==> src/rtl/game_flow_ctrl_if.sv <==
// Handshake bundle between the game sequencer, its button/gameplay pulse
// sources and the UI overlay renderer.
interface game_flow_ctrl_if;
    logic       btn_go;
    logic [1:0] menu_sel;
    logic       btn_next;
    logic       btn_back;
    logic       btn_retry;
    logic       key_pick;
    logic       light_found;
    logic       door_reached;
    logic       hit;
    logic [3:0] state;
    logic [1:0] heart;
    logic [1:0] key_find;
    logic [1:0] todo;
    logic [3:0] play_valid;

    modport master (
        output btn_go, menu_sel, btn_next, btn_back, btn_retry,
        output key_pick, light_found, door_reached, hit,
        input  state, heart, key_find, todo, play_valid
    );

    modport slave (
        input  btn_go, menu_sel, btn_next, btn_back, btn_retry,
        input  key_pick, light_found, door_reached, hit,
        output state, heart, key_find, todo, play_valid
    );
endinterface

==> src/rtl/game_flow_ctrl.sv <==
// Game flow sequencer: owns the screen state, lives, keys, current task and the
// sticky stage-unlock mask; every output is a flop with one cycle of latency.
module game_flow_ctrl #(
    parameter int KEYS_NEEDED     = 3,
    parameter int HIT_GUARD       = 50_000_000,
    parameter int SUCCESS_TIMEOUT = 500_000_000,
    parameter int CNT_W           = 29
) (
    input  logic            clk,
    input  logic            rst,
    game_flow_ctrl_if.slave gif
);

    typedef enum logic [3:0] {
        S_TITLE    = 4'd0,
        S_STAFF    = 4'd1,
        S_STAGE1   = 4'd2,
        S_SUCCESS1 = 4'd3,
        S_STAGE2   = 4'd4,
        S_SUCCESS2 = 4'd5,
        S_STAGE3   = 4'd6,
        S_SUCCESS3 = 4'd7,
        S_FAIL     = 4'd8
    } state_t;

    typedef enum logic [1:0] {
        TODO_NONE       = 2'd0,
        TODO_FIND_KEY   = 2'd1,
        TODO_FIND_LIGHT = 2'd2,
        TODO_FIND_DOOR  = 2'd3
    } todo_t;

    localparam logic [CNT_W-1:0] CNT_ZERO     = {CNT_W{1'b0}};
    localparam logic [CNT_W-1:0] CNT_ONE      = CNT_W'(1);
    localparam logic [CNT_W-1:0] GUARD_LOAD   = CNT_W'(HIT_GUARD);
    localparam logic [CNT_W-1:0] TIMEOUT_LOAD = CNT_W'(SUCCESS_TIMEOUT);
    localparam logic [1:0]       KEYS_TGT     = 2'(KEYS_NEEDED);
    localparam logic [3:0]       PV_RESET     = 4'b0010;

    function automatic state_t success_of(input state_t stage);
        case (stage)
            S_STAGE1: success_of = S_SUCCESS1;
            S_STAGE2: success_of = S_SUCCESS2;
            S_STAGE3: success_of = S_SUCCESS3;
            default:  success_of = S_TITLE;
        endcase
    endfunction

    function automatic state_t next_stage_of(input state_t success);
        case (success)
            S_SUCCESS1: next_stage_of = S_STAGE2;
            S_SUCCESS2: next_stage_of = S_STAGE3;
            default:    next_stage_of = S_STAGE1;
        endcase
    endfunction

    // Clearing a stage unlocks the next one; clearing stage 3 sets the "all cleared" bit0.
    function automatic logic [3:0] unlock_mask(input state_t success);
        case (success)
            S_SUCCESS1: unlock_mask = 4'b0100;
            S_SUCCESS2: unlock_mask = 4'b1000;
            S_SUCCESS3: unlock_mask = 4'b0001;
            default:    unlock_mask = 4'b0000;
        endcase
    endfunction

    state_t           state_q, state_d;
    state_t           last_stage_q, last_stage_d;
    todo_t            todo_q, todo_d;
    logic [1:0]       heart_q, heart_d;
    logic [1:0]       key_find_q, key_find_d;
    logic [3:0]       play_valid_q, play_valid_d;
    logic [CNT_W-1:0] guard_q, guard_d;
    logic [CNT_W-1:0] timeout_q, timeout_d;

    logic             enter_stage_s;
    logic             enter_success_s;
    logic             hit_ok_s;
    logic             door_ok_s;
    logic [1:0]       key_next_s;
    state_t           stage_sel_s;
    state_t           success_sel_s;

    // Next-state and progress-register update for the whole game flow.
    always_comb begin
        state_d         = state_q;
        last_stage_d    = last_stage_q;
        todo_d          = todo_q;
        heart_d         = heart_q;
        key_find_d      = key_find_q;
        play_valid_d    = play_valid_q;
        guard_d         = (guard_q != CNT_ZERO) ? guard_q - CNT_ONE : CNT_ZERO;
        timeout_d       = (timeout_q != CNT_ZERO) ? timeout_q - CNT_ONE : CNT_ZERO;
        enter_stage_s   = 1'b0;
        stage_sel_s     = S_STAGE1;
        enter_success_s = 1'b0;
        success_sel_s   = S_SUCCESS1;
        door_ok_s       = 1'b0;
        hit_ok_s        = gif.hit && (guard_q == CNT_ZERO);
        key_next_s      = (key_find_q == 2'd3) ? 2'd3 : key_find_q + 2'd1;

        case (state_q)
            S_TITLE: begin
                if (gif.btn_go) begin
                    case (gif.menu_sel)
                        2'd0: state_d = S_STAFF;
                        2'd1: begin
                            enter_stage_s = 1'b1;
                            stage_sel_s   = S_STAGE1;
                        end
                        2'd2: begin
                            enter_stage_s = play_valid_q[2];
                            stage_sel_s   = S_STAGE2;
                        end
                        2'd3: begin
                            enter_stage_s = play_valid_q[3];
                            stage_sel_s   = S_STAGE3;
                        end
                        default: state_d = S_TITLE;
                    endcase
                end else begin
                    state_d = S_TITLE;
                end
            end

            S_STAFF: begin
                if (gif.btn_back) begin
                    state_d = S_TITLE;
                end else begin
                    state_d = S_STAFF;
                end
            end

            S_STAGE1, S_STAGE2, S_STAGE3: begin
                // A fatal hit preempts everything else arriving in the same cycle.
                if (hit_ok_s && (heart_q <= 2'd1)) begin
                    state_d = S_FAIL;
                    heart_d = 2'd0;
                    todo_d  = TODO_NONE;
                end else begin
                    if (hit_ok_s) begin
                        heart_d = heart_q - 2'd1;
                        guard_d = GUARD_LOAD;
                    end else begin
                        heart_d = heart_q;
                    end

                    if (gif.key_pick && (todo_q == TODO_FIND_KEY)) begin
                        key_find_d = key_next_s;
                        if (key_next_s == KEYS_TGT) begin
                            todo_d = TODO_FIND_LIGHT;
                        end else begin
                            todo_d = TODO_FIND_KEY;
                        end
                    end else if (gif.light_found && (todo_q == TODO_FIND_LIGHT)) begin
                        todo_d = TODO_FIND_DOOR;
                    end else if (gif.door_reached && (todo_q == TODO_FIND_DOOR)) begin
                        door_ok_s       = 1'b1;
                        enter_success_s = 1'b1;
                        success_sel_s   = success_of(state_q);
                    end else begin
                        todo_d = todo_q;
                    end

                    if (gif.btn_back && !door_ok_s) begin
                        state_d = S_TITLE;
                    end else begin
                        state_d = state_q;
                    end
                end
            end

            S_SUCCESS1, S_SUCCESS2, S_SUCCESS3: begin
                if (gif.btn_next) begin
                    if (state_q == S_SUCCESS3) begin
                        state_d = S_STAFF;
                    end else begin
                        enter_stage_s = 1'b1;
                        stage_sel_s   = next_stage_of(state_q);
                    end
                end else if (gif.btn_back || (timeout_q <= CNT_ONE)) begin
                    // Leaving when the counter is at 1 lands on TITLE as it reaches 0.
                    state_d = S_TITLE;
                end else begin
                    state_d = state_q;
                end
            end

            S_FAIL: begin
                if (gif.btn_retry) begin
                    enter_stage_s = 1'b1;
                    stage_sel_s   = last_stage_q;
                end else if (gif.btn_back) begin
                    state_d = S_TITLE;
                end else begin
                    state_d = S_FAIL;
                end
            end

            default: begin
                state_d = S_TITLE;
                todo_d  = TODO_NONE;
            end
        endcase

        if (enter_stage_s) begin
            state_d      = stage_sel_s;
            last_stage_d = stage_sel_s;
            heart_d      = 2'd3;
            key_find_d   = 2'd0;
            todo_d       = TODO_FIND_KEY;
            guard_d      = CNT_ZERO;
        end else begin
            last_stage_d = last_stage_q;
        end

        if (enter_success_s) begin
            state_d      = success_sel_s;
            todo_d       = TODO_NONE;
            timeout_d    = TIMEOUT_LOAD;
            play_valid_d = play_valid_q | unlock_mask(success_sel_s);
        end else begin
            play_valid_d = play_valid_q;
        end
    end

    // State and progress registers, cleared asynchronously by rst.
    always_ff @(posedge clk or posedge rst) begin
        if (rst) begin
            state_q      <= S_TITLE;
            last_stage_q <= S_STAGE1;
            todo_q       <= TODO_NONE;
            heart_q      <= 2'd0;
            key_find_q   <= 2'd0;
            play_valid_q <= PV_RESET;
            guard_q      <= CNT_ZERO;
            timeout_q    <= CNT_ZERO;
        end else begin
            state_q      <= state_d;
            last_stage_q <= last_stage_d;
            todo_q       <= todo_d;
            heart_q      <= heart_d;
            key_find_q   <= key_find_d;
            play_valid_q <= play_valid_d;
            guard_q      <= guard_d;
            timeout_q    <= timeout_d;
        end
    end

    assign gif.state      = state_q;
    assign gif.heart      = heart_q;
    assign gif.key_find   = key_find_q;
    assign gif.todo       = todo_q;
    assign gif.play_valid = play_valid_q;

endmodule

==> src/flat_wrapper.sv <==
// flat-port wrapper written by rule: the top's interface ports become plain ports
module game_flow_ctrl_flat 
#(
    parameter int KEYS_NEEDED     = 3,
    parameter int HIT_GUARD       = 50_000_000,
    parameter int SUCCESS_TIMEOUT = 500_000_000,
    parameter int CNT_W           = 29
)
  (clk, rst, gif_btn_go, gif_menu_sel, gif_btn_next, gif_btn_back, gif_btn_retry, gif_key_pick, gif_light_found, gif_door_reached, gif_hit, gif_state, gif_heart, gif_key_find, gif_todo, gif_play_valid);
  game_flow_ctrl_if gif_i ();
  input  logic clk;
  input  logic rst;
  input wire logic [$bits(gif_i.btn_go)-1:0] gif_btn_go;
  input wire logic [$bits(gif_i.menu_sel)-1:0] gif_menu_sel;
  input wire logic [$bits(gif_i.btn_next)-1:0] gif_btn_next;
  input wire logic [$bits(gif_i.btn_back)-1:0] gif_btn_back;
  input wire logic [$bits(gif_i.btn_retry)-1:0] gif_btn_retry;
  input wire logic [$bits(gif_i.key_pick)-1:0] gif_key_pick;
  input wire logic [$bits(gif_i.light_found)-1:0] gif_light_found;
  input wire logic [$bits(gif_i.door_reached)-1:0] gif_door_reached;
  input wire logic [$bits(gif_i.hit)-1:0] gif_hit;
  output wire logic [$bits(gif_i.state)-1:0] gif_state;
  output wire logic [$bits(gif_i.heart)-1:0] gif_heart;
  output wire logic [$bits(gif_i.key_find)-1:0] gif_key_find;
  output wire logic [$bits(gif_i.todo)-1:0] gif_todo;
  output wire logic [$bits(gif_i.play_valid)-1:0] gif_play_valid;
  assign gif_i.btn_go = gif_btn_go;
  assign gif_i.menu_sel = gif_menu_sel;
  assign gif_i.btn_next = gif_btn_next;
  assign gif_i.btn_back = gif_btn_back;
  assign gif_i.btn_retry = gif_btn_retry;
  assign gif_i.key_pick = gif_key_pick;
  assign gif_i.light_found = gif_light_found;
  assign gif_i.door_reached = gif_door_reached;
  assign gif_i.hit = gif_hit;
  assign gif_state = gif_i.state;
  assign gif_heart = gif_i.heart;
  assign gif_key_find = gif_i.key_find;
  assign gif_todo = gif_i.todo;
  assign gif_play_valid = gif_i.play_valid;
  game_flow_ctrl #(.KEYS_NEEDED(KEYS_NEEDED), .HIT_GUARD(HIT_GUARD), .SUCCESS_TIMEOUT(SUCCESS_TIMEOUT), .CNT_W(CNT_W)) u_core (.clk(clk), .rst(rst), .gif(gif_i));
endmodule
==> config.mk <==
export PLATFORM = sky130hd
export DESIGN_NAME = game_flow_ctrl_flat
export DESIGN_NICKNAME = d
export VERILOG_FILES = /design/src/rtl/game_flow_ctrl_if.sv /design/src/rtl/game_flow_ctrl.sv /design/src/flat_wrapper.sv
export SDC_FILE = /design/constraint.sdc
export NUM_CORES = 1
export LEC_CHECK = 0
export BUFFER_PORTS_ARGS = -buffer_cell sky130_fd_sc_hd__buf_4
export CAP_MARGIN = 20
export CORE_MARGIN = 1.5
export CORE_UTILIZATION = 55
export CTS_BUF_LIST = sky130_fd_sc_hd__clkbuf_16
export DETAILED_ROUTE_END_ITERATION = 8
export PLACE_DENSITY = 0.74
export SLEW_MARGIN = 20
export SYNTH_ARGS = -nofsm -noshare
export SYNTH_HDL_FRONTEND = slang
export SYNTH_SLANG_ARGS = --single-unit
==> constraint.sdc <==
create_clock -name clk -period 3 [get_ports clk]
set_input_delay 0.6 -clock clk [delete_from_list [all_inputs] [get_ports clk]]
set_output_delay 0.6 -clock clk [all_outputs]
set_load 0.02 [all_outputs]
==> impl_metrics.ini, run 1 <==
[outcome]
status = finished, final reports clean

[setup_path]
crit_buf_inv = 0
worstPathRequired_ns = 3.23
worstReg2RegEnd = u_core.gif.play_valid[0]$_DFFE_PP0N_
cpLargestDelayFamily = simple AND/OR/NAND/NOR gates
r2r_cells = 6
critical_path.endpoint_type = flop
cp.arrival_ns = 3.07
worst_path_largest_cell_delay_ns = 0.58
cell_chain_critical_path = or4_1, or4_4, nor4_4, or2_2, nor2_1, a41o_1
worst_setup_path_start_kind = flop
timing.setup.critical_path_class = reg -> reg
reg2reg_from = u_core.guard_q[25]$_DFF_PP0_
reg2reg_setup_slack_ns = 0.16
crit_slowest_cell = sky130_fd_sc_hd__or4_1
critPathMaxFanout = 15

[clock_tree]
cts_sinks = 75
cts-buffers-inserted = 9
h-tree-depth = 3
cts_tree = yes
clk_latency_worst_skew_pair_ns = 0.33
post-cts-setup-buffers = 0
cts.clk_slew.worst_paths_ns = 0.06
cts_root_buf = sky130_fd_sc_hd__clkbuf_16
cts-resized-gates = 0
post_cts_hold_buffer_count = 0
clock_path_buffers = 2

[layout]
final_core_utilization_pct = 66.2
antenna_cells_inserted = 0
final_area_sq_um = 4490
layout.cells.most_common_list = 74 x sky130_fd_sc_hd__dfrtp_1, 56 x sky130_fd_sc_hd__nor2_1, 37 x sky130_fd_sc_hd__buf_4
drive_gt1_share_pct = 15.0
n_fill_cell = 567
mostFrequentLayoutCell = sky130_fd_sc_hd__dfrtp_1
areaGrowthSynthToFinish_pct = 16.0
num-nets-final = 464

[logic_synthesis]
synth_enable_flop_cells = 0
ys_seq_area_share_pct = 48.5
postSynth.topFlopCell = sky130_fd_sc_hd__dfrtp_1
synth_nets = 427
syn_area_per_cell_sq_um = 9.43
synthesis.area_sq_um = 3870
synthDistinctLibCells = 57
post_synth_inst_count = 411
synth_warnings = 0
synth_async_sr_flop_share_pct = 100
yosys_register_bits = 75

[sta]
grt_setup_unrepaired = false
clock-skew-final_ns = 0.00576
relSlewSlack_pct = 63.9
maxSlewViolCount = 0
max_clock_freq_ghz = 0.352
tns_ns = 0
worst_slew_pin_slew_ns = 0.538
finalHoldViolations = 0
post-route-period-util_pct = 94.7
report.final.setup_viol = 0
timing.final.crit_period_ns = 2.84

[detailed_routing]
drt_first_pass_iters = 4
vias_per_cell = 5.61
drt-initial-drc-count = 102
wl_per_cell_um = 14.8
wl_um = 8090
m1_wire_length_um = 3810
met2_length_um = 3930
drc = 0
wl_met3_um = 247
top_layer_used = met4
vias = 3072
remaining_antenna_violation_count_after_routing = 0

[power]
p_leak_uw = 0.00194
peakVddDrop_mv = 0.403
pwr_density_cell_nw_per_um2 = 852

[global_routing]
grt_max_degree = 40
gr-usage-all-layers_pct = 23.9
number_of_antenna_violations_at_the_first_check_in_global_routing = 0
gr_overflow_total = 0
grt_first_pass_wirelength_um = 14000
vias_in_the_first_global_route = 3142

[die]
die_width_um = 86.9
num_io_pins = 26
core_area_sq_um = 6790
die_area_sq_um = 7560
die_h_um = 86.9
initial_core_utilization_pct = 57.0
std_cell_rows = 30

[flow_run]
max_cap_violations = 0

[place]
place_hpwl_um = 5630
buffer_ports.inserted = 24
placer_congestion_estimate = 0.860
placement.cell_area_sq_um = 4240

[hold_path]
worstHoldPathType = in -> async
[cells by family (layout without fill, tap and decap cells)]
family | Yosys count | in the layout | synth area share [%]
xor+xnor | 33 | 33 | 7.46
flops | 75 | 75 | 48.5
simple gates | 189 | 189 | 25.5
buf+inv | 25 | 66 | 2.87
fa+ha+maj | 4 | 4 | 1.29
compound gates | 82 | 82 | 13.8
other cells | 1 | 1 | 0.0968
mux | 2 | 2 | 0.517
[synthesized netlist by cell type (all sizes together), types with 5 or more instances]
cell type  instances  area share [%]
or2                8             1.3
nand2             31             3.0
a21oi             22             2.8
nor2b              5            0.81
buf                7             1.1
clkbuf             5            0.48
xnor2             22             5.0
xor2              11             2.5
nor3              20             2.7
nor2              57             5.6
or4               12             2.5
dfrtp             74              48
or3               11             1.8
a21o               6             1.2
nor4              12             2.5
nand3              9             1.2
inv               13             1.3
nand2b             7             1.1
and3               5            0.81
o31ai              5            0.97
o21ai             21             2.8
[sequential cells by signal, indices dropped and copies added, names as in the netlist]
name and flops:
u_core.gif.key_find 2, u_core.gif.todo 2, u_core.guard_q 29, u_core.gif.play_valid 3
u_core.gif.state 4, u_core.last_stage_q 4, u_core.gif.heart 2, u_core.timeout_q 29
[worst reg2reg max path, delay by kind of cell (launching register included)]
kind	cells	cell delay, ns
compound gates	1	0.24
simple gates	5	2.09
flops	1	0.41
[worst max path at each step]
stage,start,slack [ns],end,cells past startpoint
2_1_floorplan,u_core.guard_q[25]$_DFF_PP0_,0.39,u_core.timeout_q[15]$_DFF_PP0_,8
3_3_place_gp,u_core.guard_q[25]$_DFF_PP0_,0.27,u_core.gif.play_valid[0]$_DFFE_PP0N_,6
3_5_place_dp,u_core.guard_q[24]$_DFF_PP0_,0.20,u_core.timeout_q[17]$_DFF_PP0_,6
4_1_cts,u_core.guard_q[25]$_DFF_PP0_,0.16,u_core.gif.play_valid[0]$_DFFE_PP0N_,6
5_1_grt,u_core.guard_q[24]$_DFF_PP0_,0.003,u_core.gif.play_valid[0]$_DFFE_PP0N_,6
6_report,u_core.guard_q[25]$_DFF_PP0_,0.16,u_core.gif.play_valid[0]$_DFFE_PP0N_,6
[final cells by class]
cell class              instances  area, sq um  share of cell area (%)
clock buffers                   9          225                    5.01
clock inverters                 6         33.8                   0.752
inverters                      13         48.8                    1.09
multi-input cells             311         1890                    42.1
flip-flops and latches         75         1880                    41.8
well taps                      96          120                    2.67
repair buffers                 38          298                    6.63
[through the flow]
step,total power (uW),hold WS [ns],setup slack [ns],instances
floorplan,2490,0.427,0.395,411
global placement,2820,0.436,0.266,533
detailed placement,2870,0.446,0.195,533
CTS,3850,0.242,0.164,548
global route,4090,0.260,0.00311,548
finish,3830,0.236,0.159,548
[power breakdown]
| part | leakage (uW) | total (uW) | switching, uW | internal (uW) |
|---|---|---|---|---|
| registers | 0.000891 | 1540 | 258 | 1280 |
| logic | 0.000925 | 1340 | 735 | 601 |
| clock network | 0.000126 | 953 | 406 | 547 |
[routing by layer]
layer / GRT usage (%) / vias up
met1: 31.1 / 1482
met4: 8.94 / 0
met2: 40.0 / 41
met5: 0 / -
li1: - / 1538
met3: 4.55 / 11
No activity file was read; power rests on OpenSTA's default activity.
==> run 2: changes to the inputs <==
--- a/config.mk
+++ b/config.mk
@@ -8,10 +8,9 @@
 export BUFFER_PORTS_ARGS = -buffer_cell sky130_fd_sc_hd__buf_4
 export CAP_MARGIN = 20
 export CORE_MARGIN = 1.5
-export CORE_UTILIZATION = 55
+export CORE_UTILIZATION = 40
 export CTS_BUF_LIST = sky130_fd_sc_hd__clkbuf_16
 export DETAILED_ROUTE_END_ITERATION = 8
-export PLACE_DENSITY = 0.74
 export SLEW_MARGIN = 20
 export SYNTH_ARGS = -nofsm -noshare
 export SYNTH_HDL_FRONTEND = slang
==> run 2 against run 1 <==
Against the previous run:
- power decreased by 1.4%
- core utilization is 18 points lower
- worst hold slack gained 0.12 ns
- combinational power hardly changed
- design area rose by 0.47%
- sequential cell count stayed put
- worst setup slack better by 0.074 ns
- critical path type unchanged
- largest cell class unchanged
- largest power group unchanged
==> impl_metrics.ini, run 2 (synthesized netlist as in run 1, its figures left out) <==
[clock_tree]
cts-buffers-inserted = 9
clock_path_buffers = 2
post_cts_hold_buffer_count = 0
clk_latency_worst_skew_pair_ns = 0.33
cts.clk_slew.worst_paths_ns = 0.06
cts-resized-gates = 0
cts_root_buf = sky130_fd_sc_hd__clkbuf_16
cts_sinks = 75
h-tree-depth = 3
post-cts-setup-buffers = 0
cts_tree = yes

[setup_path]
cp.arrival_ns = 3.02
cell_chain_critical_path = or4_1, or4_4, nor4_4, o21ai_1, a2111o_1, a21oi_1
worst_setup_path_start_kind = flop
critical_path.endpoint_type = flop
worstPathRequired_ns = 3.26
cpLargestDelayFamily = simple AND/OR/NAND/NOR gates
crit_slowest_cell = sky130_fd_sc_hd__or4_1
worst_path_largest_cell_delay_ns = 0.56
crit_buf_inv = 0
timing.setup.critical_path_class = reg -> reg
critPathMaxFanout = 6

[layout]
areaGrowthSynthToFinish_pct = 16.5
mostFrequentLayoutCell = sky130_fd_sc_hd__dfrtp_1
drive_gt1_share_pct = 14.1
final_area_sq_um = 4520
final_core_utilization_pct = 48.4
top_regs = u_core.guard_q x29, u_core.timeout_q x29
layout.cells.most_common_list = 74 x sky130_fd_sc_hd__dfrtp_1, 56 x sky130_fd_sc_hd__nor2_1, 38 x sky130_fd_sc_hd__buf_4
num-nets-final = 464
antenna_cells_inserted = 0

[sta]
clock-skew-final_ns = 0.00606
final_critical_path_setup_slack_ns = 0.233
timing.final.crit_period_ns = 2.77
max_clock_freq_ghz = 0.361
grt_setup_unrepaired = false
worst_slew_pin_slew_ns = 0.596
finalHoldViolations = 0
tns_ns = 0
maxSlewViolCount = 0
relSlewSlack_pct = 60.2
post-route-period-util_pct = 92.2
report.final.setup_viol = 0

[place]
placement.cell_area_sq_um = 4260
preCtsSetupSlack_ns = 0.166
placer_congestion_estimate = 0.788
place_hpwl_um = 6080
buffer_ports.inserted = 24

[global_routing]
vias_in_the_first_global_route = 3126
grt_first_pass_wirelength_um = 14800
grt_max_degree = 46
grt_use_met1_pct = 23.8
number_of_antenna_violations_at_the_first_check_in_global_routing = 0
gr_overflow_total = 0
gr-usage-all-layers_pct = 18.2
groute.layer.met2.usage_pct = 30.6
gr_met3_demand_resource_pct = 3.38
grt_busiest_layer = met2

[detailed_routing]
remaining_antenna_violation_count_after_routing = 0
wl_um = 8590
vias = 3129
vias_per_cell = 5.38
wl_per_cell_um = 14.8
drt-initial-drc-count = 115
drc = 0
drt_first_pass_iters = 4

[die]
die_area_sq_um = 10300
die_h_um = 101
die_width_um = 101
num_io_pins = 26
std_cell_rows = 35
initial_core_utilization_pct = 41.5
core_area_sq_um = 9330

[flow_run]
max_cap_violations = 0

[hold_path]
worstHoldPathType = in -> async

[power]
peakVddDrop_mv = 0.326
fin_total_pwr_uw = 3770
pwr_density_cell_nw_per_um2 = 836
p_leak_uw = 0.00195

[outcome]
status = finished, final reports clean
==> run 2: changes by cell type in the layout (fill, tap and decap cells not counted) <==
cell	before	now
sky130_fd_sc_hd__inv_1	12	17
sky130_fd_sc_hd__clkinv_2	2	0
sky130_fd_sc_hd__clkinv_4	1	0
sky130_fd_sc_hd__buf_4	37	38
sky130_fd_sc_hd__clkinvlp_4	1	0
sky130_fd_sc_hd__buf_12	1	0
==> run 2: power by group <==
part	switching, uW	leakage, uW	internal [uW]
combinational	731	0.000919	576
clock	388	0.000141	539
sequential	259	0.000891	1280
total	1380	0.00195	2400
==> run 2: final cells by class <==
type                            count  area (sq um)
Multi-Input combinational cell    311          1890
Fill cell                         905          4810
Clock buffer                        9           225
Clock inverter                      7          26.3
Timing Repair Buffer               38           285
Tap cell                          129           161
Inverter                           13          48.8
Sequential cell                    75          1880
==> run 2: path summary, 6_finish.rpt <==
| check | startpoint | endpoint | slack [ns] | cells past startpoint |
|---|---|---|---|---|
| setup / recovery | u_core.guard_q[25]$_DFF_PP0_ | u_core.gif.todo[1]$_DFFE_PP0P_ | 0.23 | 6 |
| hold / removal | rst | u_core.guard_q[3]$_DFF_PP0_ | 0.35 | 3 |
| setup reg to reg | u_core.guard_q[25]$_DFF_PP0_ | u_core.gif.todo[1]$_DFFE_PP0P_ | 0.23 | 6 |
| hold reg to reg | u_core.last_stage_q[1]$_DFFE_PP1N_ | u_core.last_stage_q[1]$_DFFE_PP1N_ | 0.47 | 2 |
| max in group asynchronous | rst | u_core.guard_q[20]$_DFF_PP0_ | 2.15 | 3 |
| min in group clk | u_core.last_stage_q[1]$_DFFE_PP1N_ | u_core.last_stage_q[1]$_DFFE_PP1N_ | 0.47 | 2 |
==> run 2: tightest hold or removal path, cell delays in order <==
cell,delay (ns)
sky130_fd_sc_hd__buf_4,0.11
sky130_fd_sc_hd__inv_2,0.04
sky130_fd_sc_hd__buf_4,0.34
==> run 2: per-stage QoR <==
| step | hold WS (ns) | cells |
|---|---|---|
| after CTS | 0.372 | 582 |
| after detailed placement | 0.458 | 566 |
| after floorplan | 0.427 | 411 |
| after global routing | 0.398 | 582 |
| final | 0.353 | 582 |
| after global placement | 0.442 | 566 |
==> run 2: metal layers <==
layer  up-vias  part of all wire (%)
met5         -                     0
met3        13                   3.2
met4         0                   1.6
li1       1537                     -
met1      1522                    47
met2        57                    48
